**src/rtl/mmio_timer_bank.sv**
```systemverilog
`timescale 1ns/1ps
`default_nettype none
// ============================================================================
// Module   : mmio_timer_bank
// Brief    : Bank of NCH memory-mapped down-counting timers. Each channel has
//            a prescaler, one-shot/auto-reload mode, a sticky W1C expiry flag
//            and an interrupt enable.
// Revision : 1.0  initial release
// ============================================================================
module mmio_timer_bank #(
   parameter int NCH   = 4,
   parameter int W     = 16,
   parameter int PRE_W = 8
) (
   input  logic             clk,
   input  logic             rst,
   input  logic             sel,
   input  logic             we,
   input  logic             re,
   input  logic [7:0]       addr,
   input  logic [31:0]      wdata,
   output logic [31:0]      rdata,
   output logic             rvalid,
   output logic [NCH-1:0]   irq,
   output logic             irq_any
);

   localparam logic [3:0] c_off_ctrl   = 4'h0;
   localparam logic [3:0] c_off_load   = 4'h4;
   localparam logic [3:0] c_off_count  = 4'h8;
   localparam logic [3:0] c_off_status = 4'hC;

   logic                  wr_acc;
   logic                  rd_acc;
   logic [3:0]            ch_idx;
   logic [3:0]            reg_off;

   // Per-channel readback words and interrupt sources
   logic [NCH-1:0][31:0]  ctrl_rb;
   logic [NCH-1:0][31:0]  load_rb;
   logic [NCH-1:0][31:0]  count_rb;
   logic [NCH-1:0][31:0]  status_rb;
   logic [NCH-1:0]        flag_vec;
   logic [NCH-1:0]        ie_vec;

   logic [31:0]           rd_word;
   logic [31:0]           rdata_q, rdata_d;
   logic                  rvalid_q, rvalid_d;

   // Upper write-data bits are not used by every parameterisation
   logic                  unused_wdata;

   assign wr_acc       = sel & we;
   assign rd_acc       = sel & re;
   assign ch_idx       = addr[7:4];
   assign reg_off      = addr[3:0];
   assign unused_wdata = ^wdata;

   genvar gi;
   generate
      for (gi = 0; gi < NCH; gi++) begin : g_ch
         logic              en_q, en_d;
         logic              reload_q, reload_d;
         logic              ie_q, ie_d;
         logic              flag_q, flag_d;
         logic [PRE_W-1:0]  prescale_q, prescale_d;
         logic [PRE_W-1:0]  pre_cnt_q, pre_cnt_d;
         logic [W-1:0]      load_q, load_d;
         logic [W-1:0]      count_q, count_d;
         logic              hit;
         logic              wr_ctrl;
         logic              wr_load;
         logic              wr_status;
         logic              active;
         logic              tick;
         logic              expire;

         assign hit       = (ch_idx == 4'(gi));
         assign wr_ctrl   = wr_acc & hit & (reg_off == c_off_ctrl);
         assign wr_load   = wr_acc & hit & (reg_off == c_off_load);
         assign wr_status = wr_acc & hit & (reg_off == c_off_status);
         assign active    = en_q & (count_q != '0);
         assign tick      = active & (pre_cnt_q == prescale_q);
         assign expire    = tick & (count_q == W'(1));

         // Counting, expiry and register writes; a bus write overrides the
         // tick's effect on COUNT and the prescaler
         always_comb begin
            en_d       = en_q;
            reload_d   = reload_q;
            ie_d       = ie_q;
            prescale_d = prescale_q;
            pre_cnt_d  = pre_cnt_q;
            load_d     = load_q;
            count_d    = count_q;

            if (active) begin
               pre_cnt_d = tick ? '0 : pre_cnt_q + PRE_W'(1);
            end

            if (tick) begin
               if (expire) begin
                  if (reload_q) begin
                     count_d = load_q;
                  end else begin
                     count_d = '0;
                     en_d    = 1'b0;
                  end
               end else begin
                  count_d = count_q - W'(1);
               end
            end

            // Expiry set takes precedence over a simultaneous clear
            flag_d = expire | (flag_q & ~(wr_status & wdata[0]));

            if (wr_load) begin
               load_d    = wdata[W-1:0];
               count_d   = wdata[W-1:0];
               pre_cnt_d = '0;
            end

            if (wr_ctrl) begin
               en_d       = wdata[0];
               reload_d   = wdata[1];
               ie_d       = wdata[2];
               prescale_d = wdata[8 +: PRE_W];
               pre_cnt_d  = '0;
               // Enabling an expired/idle channel restarts it from LOAD
               count_d    = (wdata[0] & ~en_q & (count_q == '0)) ? load_q : count_q;
            end
         end

         // Channel state registers
         always_ff @(posedge clk) begin
            if (rst) begin
               en_q       <= 1'b0;
               reload_q   <= 1'b0;
               ie_q       <= 1'b0;
               flag_q     <= 1'b0;
               prescale_q <= '0;
               pre_cnt_q  <= '0;
               load_q     <= '0;
               count_q    <= '0;
            end else begin
               en_q       <= en_d;
               reload_q   <= reload_d;
               ie_q       <= ie_d;
               flag_q     <= flag_d;
               prescale_q <= prescale_d;
               pre_cnt_q  <= pre_cnt_d;
               load_q     <= load_d;
               count_q    <= count_d;
            end
         end

         assign ctrl_rb[gi]   = 32'({prescale_q, 5'b00000, ie_q, reload_q, en_q});
         assign load_rb[gi]   = 32'(load_q);
         assign count_rb[gi]  = 32'(count_q);
         assign status_rb[gi] = 32'({active, flag_q});
         assign flag_vec[gi]  = flag_q;
         assign ie_vec[gi]    = ie_q;
      end
   endgenerate

   // Read mux over current (pre-write) state; unmapped locations read 0
   always_comb begin
      rd_word = '0;
      for (int i = 0; i < NCH; i++) begin
         if (ch_idx == 4'(i)) begin
            case (reg_off)
               c_off_ctrl:   rd_word = ctrl_rb[i];
               c_off_load:   rd_word = load_rb[i];
               c_off_count:  rd_word = count_rb[i];
               c_off_status: rd_word = status_rb[i];
               default:      rd_word = '0;
            endcase
         end
      end
   end

   // Read response next state: capture on accepted read, otherwise hold
   always_comb begin
      rdata_d  = rd_acc ? rd_word : rdata_q;
      rvalid_d = rd_acc;
   end

   // Read response registers
   always_ff @(posedge clk) begin
      if (rst) begin
         rdata_q  <= '0;
         rvalid_q <= 1'b0;
      end else begin
         rdata_q  <= rdata_d;
         rvalid_q <= rvalid_d;
      end
   end

   assign rdata   = rdata_q;
   assign rvalid  = rvalid_q;
   assign irq     = flag_vec & ie_vec;
   assign irq_any = |irq;

endmodule
`default_nettype wire

```
**config.mk**
```make
export PLATFORM = sky130hd
export DESIGN_NAME = mmio_timer_bank
export DESIGN_NICKNAME = d
export VERILOG_FILES = /design/src/rtl/mmio_timer_bank.sv
export SDC_FILE = /design/constraint.sdc
export NUM_CORES = 1
export LEC_CHECK = 0
export CAP_MARGIN = 20
export CORE_UTILIZATION = 60
export CTS_CLUSTER_SIZE = 20
export DETAILED_ROUTE_END_ITERATION = 7
export PLACE_DENSITY_LB_ADDON = 0.05
export SETUP_SLACK_MARGIN = 0.1
export SLEW_MARGIN = 15
export SYNTH_ARGS = -nofsm -noshare
export SYNTH_HDL_FRONTEND = slang
export SYNTH_SLANG_ARGS = --single-unit
```
**constraint.sdc**
```tcl
create_clock -name clk -period 3.45 [get_ports clk]
set_clock_uncertainty 0.1 [all_clocks]
set_input_delay 1.035 -clock clk [delete_from_list [all_inputs] [get_ports clk]]
set_output_delay 1.035 -clock clk [all_outputs]
set_load 0.01 [all_outputs]
```
# --- Yosys cells after proc, flatten, opt, wreduce, memory -nomap -nowiden ---
# Index checks and enable logic that the tools add are counted.
op_classes:
  bitwise_logic: 59
  add_sub_neg: 8
  reduce_logical: 35
  n_eq_ne: 22
  muxes: 52
op_table:
  columns: ["cell", "count"]
  rows:
  - ["$mux 16", 25]
  - ["$pmux 16 s4", 4]
  - ["$mux 32", 3]
  - ["$eq 16x1->1 const B", 4]
  - ["$logic_not 16->1", 4]
  - ["$reduce_bool 16->1", 4]
  - ["$sub 16x1->16 const B", 4]
  - ["$and 1x1->1", 46]
  - ["$add 8x1->8 const B", 4]
  - ["$eq 8x8->1", 4]
  - ["$mux 8", 4]
  - ["$mux 1", 16]
  - ["$ne 2x1->1 const B", 8]
  - ["$reduce_bool 2->1", 8]
  - ["$reduce_and 3->1", 4]
  - ["$reduce_bool 3->1", 4]
  - ["$reduce_or 3->1", 4]
  - ["$eq 4x2->1 const B", 2]
  - ["$eq 4x4->1 const B", 2]
  - ["$logic_not 4->1", 2]
  - ["$not 1->1", 8]
  - ["$reduce_and 2->1", 4]
  - ["$and 4x4->4", 1]
  - ["$eq 4x1->1 const B", 1]
  - ["other kinds (3)", 6]
totals:
  ff_bits: 241
  word_cells: 210
  output_inout_bits: 38
  input_bits: 45

# --- Longest topological paths before layout ---
# Gate-level depths: netlist of the first run.
logic_depth:
  depth_word: 8
  mapped_depth: 12
  depth_no_buf: 9

# --- Worst setup path before layout of the first run ---
# Ideal clock, no wire load.
synth_timing:
  kind: "input port to flip-flop"
  from: "input addr[2]"
  to: "register g_ch[1].count_q[5]"
  required_time_ns: 3.223
  slack_ns: 0.244
  path_buffers: 1
  setup_time_ns: 0.127
  stages: 8
  t_arrival_ns: 2.979
  path_cell_list: "buf_2 > or4b_2 > nor3_2 > nor2_1 > o21ai_1 > nand2b_1 > nor2_1 > or3b_1"
synth_via:
  elab_chain_len: 4
  elab_cells_between_ends: 9
  classes_between: "eq/ne: 2; mux: 2; bitwise: 2; reduce/logical: 3"
synth_rtl:
  columns: ["element", "line", "source"]
  rows:
  - ["from (decl)", "20", "input logic [7:0] addr,"]
  - ["$eq 4x3->1 / $logic_not 4->1 (equally long branches)", "80, 79", null]
  - ["$and 1x1->1 (on tied branches)", "80, 79", null]
  - ["$reduce_bool 3->1 (no source line), or another cell as far along", null, null]
  - ["$reduce_and 2->1 (no source line) / $mux 16 (equally long branches)", null, null]
  - ["to (signal assigned)", "153", "count_q <= count_d;"]
  - ["to (decl)", "69", "logic [W-1:0] count_q, count_d;"]
# Several ways; a longest one is shown, not always the timed one.
# A chain may end at the register's enable or synchronous reset.

# --- Final worst setup path of the first run ---
layout_timing:
  from: "input we"
  to: "register g_ch[3].count_q[9]"
layout_via:
  elab_chain_len: 5
  elab_cells_between_ends: 9
  classes_between: "eq/ne: 1; mux: 2; bitwise: 4; reduce/logical: 2"
layout_rtl:
  columns: ["element", "line", "source"]
  rows:
  - ["from (decl)", "18", "input logic we,"]
  - ["$and 1x1->1 *", "53", "assign wr_acc = sel & we;"]
  - ["$and 1x1->1 *", "79, 80", null]
  - ["$and 1x1->1 (on tied branches)", "79, 80", null]
  - ["$ne 2x1->1 (no source line), or another cell as far along", null, null]
  - ["$reduce_and 2->1 (no source line) / $mux 16 (equally long branches)", null, null]
  - ["to (signal assigned)", "153", null]
  - ["to (decl)", "69", null]
# Every way passes the cells marked *; elsewhere a longest branch is shown, timed or not.

==> results.cfg, run 1 <==
[global_routing]
grt_start_max_net_pins = 44
grt_pass1_vias = 13211
globalRouteTotalUtil_pct = 43.1
grt_pass1_wl_um = 75400
grt_antenna_before_repair = 0
global_route.overflow_total = 0

[clocking]
ctsHtreeMaxLevel = 1
cts_post_setup_buffers_inserted = 0
cts_tree = done
cts_max_path_buffers = 3
cts-buffers-inserted = 25
clk_pin_slew_ns = 0.06
worstSkewPairLatency_ns = 0.54
cts-root-buf = clkbuf_16
tritoncts_num_sinks = 225

[worst_hold_path]
hold_class = reg2reg

[route]
dr_wl_met2_um = 21300
post-route-drc-count = 0
route.top_layer_used = met4
drt-total-wl_um = 50000
post_drt_wl_per_cell_um = 22.4
routed-wl-met3_um = 6230
via_count = 14614
ant_nets = 0
route.layer.met1.wl_um = 19700
detailedRoute.firstPassIterationCount = 6
viasPerCell = 6.54
initialDrtViolationCount = 2159

[die]
die_w_um = 152
dieArea_um2 = 23000
initial_utilization_pct = 61.4
core.rowCount = 54
die-height_um = 152
fp.coreArea_um2 = 21900
floorplan.io_pins = 83

[synthesis]
synth_enable_flop_cells = 0
synthesis.area_um2 = 13400
synth-warning-count = 0
postSynthCellCount = 1802
post_synth.cell_area_avg_um2 = 7.46
synth-seq-area-share_pct = 33.5
ys_ff_latch = 225
asyncSetResetFlopFracSynth_pct = 0
yosys.cell_types.count = 83
ys_dominant_reg_cell = dfxtp_1

[power_and_ir_drop]
p_leak_nw = 6.26
ir_worst_vdd_uv = 341
power_density_nw_per_um2 = 361

[cells_and_area]
layout.cell_area.non_filler_um2 = 16000
drive_above_1_share_pct = 13.3
final_core_util_pct = 73.2
num-nets-final = 1997
final_antenna_diode_count = 0
final_cell_count_no_fill = 2233
area_delta_synth_final_pct = 19.1

[placed_design]
routabilityCongestion = 1.04
i_o_buffers = 50
detailed_place.area_um2 = 15200
numPlacedInstances = 2191
dp_slack_ns = -0.250
dp.final_hpwl_um = 36400

[critical_path]
critical_path_required_ns = 3.79
timing.critical_path.fanout_max = 6
crit_path_dat_ns = 3.54
critical_path.endpoint_type = flip-flop
setup.worst_path.start_class = input pin
worstSetupPathType = in2reg

[sta]
max-slew-margin-rel_pct = 35.2
timing_worst_slew_pin_value_ns = 0.947
finalCriticalPeriod_ns = 3.20
grt_setup_unrepaired = no
layout_worst_path_cycle_share_pct = 92.8
layout_setup_ws_ns = 0.248
hold_violations = 0
number_of_setup_violations_in_the_final_report = 0
achievable-frequency_ghz = 0.312
slew_viol_final = 0

[status]
status = finished clean

[flow_run]
max_capacitance_violation_count = 0
## timing repair
action | 4_1_cts | 5_1_grt
gates resized for setup | 1 | 0
setup endpoints to repair | 1 | 0
hold buffers | 0 | 0
## cell type report
cell class	instances	area, um2
inverter	25	93.8
timing repair buffer	237	1950
fill	1827	5870
sequential	225	4500
clock buffer	35	723
multi-input combinational	1424	8310
tap	280	350
clock inverter	7	85.1
## critical path: stages
cell	delay [ns]
clkdlybuf4s50_1	0.55
nor4bb_1	0.30
buf_4	0.20
and3_1	0.20
nand2_1	0.10
o31ai_1	0.76
buf_4	0.27
nand2_1	0.06
o31ai_1	0.08
## per-layer routing
layer	vias up	GRT usage, %
met4	0	20.8
met2	965	64.3
met1	6834	58.5
met3	151	9.79
met5	-	0
li1	6664	-
## cells by family (layout without fill, tap and decap cells)
group	after synthesis	count (layout)	synth area share, %
and+or+nand+nor	741	741	25.3
adders and majority gates	14	14	1.30
AOI/OAI and AO/OA	483	483	22.5
other	1	16	0.0279
buffers and inverters	168	304	5.32
muxes	64	64	5.08
DFF	225	225	33.5
xor gates and xnor gates	106	106	6.90
## cells in the final DEF (no fill, tap or decap), drive strengths merged, types with 5 or more instances in the layout
cell / n
a22oi: 24
or4: 13
xnor2: 62
o31ai: 15
inv: 25
clkdlybuf4s50: 46
a22o: 17
xor2: 44
nand4: 23
o41ai: 5
and4: 10
nor3: 34
o211ai: 14
nor4: 19
and2: 10
a2bb2oi: 7
a211oi: 8
nand3: 35
a221oi: 15
nand2b: 17
o22ai: 24
nor3b: 8
mux2i: 57
nor2: 140
a21oi: 202
a31oi: 9
a32oi: 6
nand2: 383
o21ai: 82
or2: 6
or3: 13
buf: 190
a222oi: 6
a32o: 11
clkbuf: 35
and3: 14
dfxtp: 225
ha: 14
clkinv: 5
conb: 16
## path summary, 6_finish.rpt
path	startpoint	to	slack [ns]	cells past startpoint
hold / removal	g_ch[2].load_q[10]$_SDFFE_PP0P_	g_ch[2].load_q[10]$_SDFFE_PP0P_	0.37	2
hold reg to reg	g_ch[2].load_q[10]$_SDFFE_PP0P_	g_ch[2].load_q[10]$_SDFFE_PP0P_	0.37	2
setup / recovery	we	g_ch[3].count_q[9]$_SDFFE_PP0P_	0.25	9
setup reg to reg	g_ch[1].count_q[2]$_SDFFE_PP0P_	g_ch[1].count_q[10]$_SDFFE_PP0P_	0.39	8
## registers in the layout, summed over array words and instances, names as in the netlist, 4 cells and up
name / flops
g_ch.reload_q: 4
g_ch.ie_q: 4
g_ch.en_q: 4
g_ch.pre_cnt_q: 32
g_ch.load_q: 64
rdata: 16
g_ch.prescale_q: 32
g_ch.count_q: 64
g_ch.flag_q: 4
## power breakdown
part	total [mW]	switching, mW	internal [mW]	leakage, nW
Sequential	2.61	0.00474	2.60	1.81
Combinational	0.479	0.313	0.166	4.04
Clock	2.69	1.10	1.59	0.404
Total	5.78	1.42	4.36	6.26
## cell usage after synthesis (9+ instances only)
master	number	area [um2]
a21oi_1	201	1010
and4_1	10	87.6
dfxtp_1	225	4500
nand4_1	21	131
and2_1	10	62.6
buf_1	10	37.5
ha_1	14	175
o211ai_1	14	105
nand2_1	383	1440
clkbuf_1	101	379
or4_1	13	97.6
a22oi_1	24	180
nand2b_1	17	106
a31oi_1	9	56.3
buf_2	13	65.1
a22o_1	17	149
buf_4	18	135
xor2_1	44	385
a221oi_1	15	131
or3_1	13	81.3
o21ai_0	79	395
xnor2_1	62	543
o31ai_1	15	113
inv_1	25	93.8
a32o_1	11	110
nor4_1	17	106
nor2_1	139	522
nand3_1	34	170
mux2i_1	57	571
and3_1	13	81.3
nor3_1	32	160
o22ai_1	24	150
## through the flow
step	setup TNS (ns)	hold slack [ns]	total power, mW
3_3_place_gp	-3.56	0.351	3.12
6_report	0	0.371	5.78
4_1_cts	0	0.372	5.77
3_5_place_dp	-3.91	0.361	3.12
2_1_floorplan	0	0.344	2.90
5_1_grt	0	0.388	5.89
No activity file was read; power rests on OpenSTA's default activity.
==> inputs of run 2 (changes only) <==
CORE_MARGIN = 4   (was unset)
SLEW_MARGIN = unset   (was 15)
==> results.cfg, run 2 (synthesis results as in run 1) <==
[power_and_ir_drop]
power.switching_mw = 1.39
ir_worst_vdd_uv = 348
cell_internal_power_dissipation_mw = 4.25
p_leak_nw = 6.28
sw_frac_of_total_pct = 24.7
comb_power_share_pct = 8.5
p_seq_share_pct = 46.2
power_density_nw_per_um2 = 352
clock_power_share_pct = 45.3

[sta]
timing_worst_slew_pin_value_ns = 0.968
hold_violations = 0
number_of_setup_violations_in_the_final_report = 0
achievable-frequency_ghz = 0.313
finalCriticalPeriod_ns = 3.20
max-slew-margin-rel_pct = 35.4
hold_ws_ns = 0.367
slew_viol_final = 0
grt_setup_unrepaired = no
layout_worst_path_cycle_share_pct = 92.7
layout_setup_ws_ns = 0.254

[route]
post-route-drc-count = 0
drt-total-wl_um = 50300
detailedRoute.firstPassIterationCount = 6
viasPerCell = 6.47
via_count = 14478
ant_nets = 0
post_drt_wl_per_cell_um = 22.5
initialDrtViolationCount = 1768

[cells_and_area]
layout.filler_cells = 1791
area_delta_synth_final_pct = 19.3
biggestRegsByFlops = g_ch.count_q x64, g_ch.load_q x64
final_antenna_diode_count = 0
commonest_cells_after_routing_fill_and_taps_aside = nand2_1 (383), dfxtp_1 (225), a21oi_1 (201), buf_4 (188), nor2_1 (139)
drive_above_1_share_pct = 13.2
final_core_util_pct = 73.1
num-nets-final = 2003
final_common_cell = nand2_1

[die]
die-height_um = 158
floorplan.io_pins = 83
die_w_um = 158
dieArea_um2 = 24900
initial_utilization_pct = 61.2
core.rowCount = 54
fp.coreArea_um2 = 22000

[clocking]
worstSkewPairLatency_ns = 0.53
cts-buffers-inserted = 24
cts_max_path_buffers = 3
tritoncts_num_sinks = 225
ctsHtreeMaxLevel = 1
clk_pin_slew_ns = 0.06
cts_resized = 1
cts_tree = done
hold_buffers = 0
cts_post_setup_buffers_inserted = 0
cts-root-buf = clkbuf_16

[critical_path]
worstSetupPathType = reg2out
critical_path_origin = g_ch[2].flag_q$_SDFF_PP0_
setup.worst_path.start_class = flip-flop
worstReg2RegStart = g_ch[1].count_q[8]$_SDFFE_PP0P_
critical_path_required_ns = 2.31
crit_path_dat_ns = 2.06
timing.critical_path.fanout_max = 3
critical_path.endpoint_type = output port
slack_of_the_worst_reg_to_reg_path_ns = 0.43

[global_routing]
grt_pass1_vias = 13706
globalRouteTotalUtil_pct = 39.9
grt_antenna_before_repair = 1
grt_start_max_net_pins = 56
global_route.overflow_total = 0
grt_pass1_wl_um = 78000

[flow_run]
max_capacitance_violation_count = 0

[placed_design]
dp_slack_ns = -0.169
routabilityCongestion = 1.08
i_o_buffers = 50
dp.final_hpwl_um = 36500

[worst_hold_path]
worst_hold_startpoint = g_ch[2].ie_q$_SDFFE_PP0P_
hold_class = reg2reg

[status]
status = finished clean
-- run 2: final timing paths --
| check | end | cells after the start |
|---|---|---|
| setup / recovery | irq_any | 3 |
| hold reg to reg | g_ch[2].ie_q$_SDFFE_PP0P_ | 2 |
| hold / removal | g_ch[2].ie_q$_SDFFE_PP0P_ | 2 |
| setup reg to reg | g_ch[1].count_q[11]$_SDFFE_PP0P_ | 8 |
-- run 2: per-stage QoR --
| stage | instance area (um2) | setup TNS, ns | power, mW | cells |
|---|---|---|---|---|
| floorplan | 13500 | 0 | 2.90 | 1817 |
| detailed placement | 15300 | -1.47 | 3.12 | 2197 |
| CTS | 16000 | 0 | 5.62 | 2238 |
| finish | 16000 | 0 | 5.64 | 2239 |
| global placement | 15300 | -0.846 | 3.12 | 2197 |
| global route | 16000 | 0 | 5.75 | 2239 |
-- run 2: cell type report --
type | count | area [um2] | share of cell area, %
Multi-Input combinational cell | 1424 | 8300 | 51.8
Sequential cell | 225 | 4500 | 28.1
Timing Repair Buffer | 244 | 2040 | 12.7
Clock buffer | 38 | 714 | 4.45
Tap cell | 280 | 350 | 2.18
Inverter | 25 | 93.8 | 0.585
Clock inverter | 3 | 40.0 | 0.250
-- run 2: worst max-delay path: stages (launching register included) --
cell,delay (ns)
dfxtp_1,0.35
and2_1,0.26
or4_1,0.60
dlygate4sd2_1,0.32
-- run 2: routing by layer --
metal | wire length [um] | global-route usage, % | vias up
met5 | 0 | 0 | -
met4 | 3130 | 20.5 | 0
met3 | 5980 | 9.43 | 167
met2 | 21600 | 60.9 | 921
met1 | 19600 | 52.9 | 6740
li1 | - | - | 6650
-- run 2: power by group through the flow --
stage	Combinational [mW]	Clock (mW)	Sequential, mW
6_report	0.478	2.56	2.61
5_1_grt	0.495	2.65	2.61
4_1_cts	0.458	2.56	2.61
3_5_place_dp	0.456	0	2.66
3_3_place_gp	0.454	0	2.66
2_1_floorplan	0.237	0	2.66
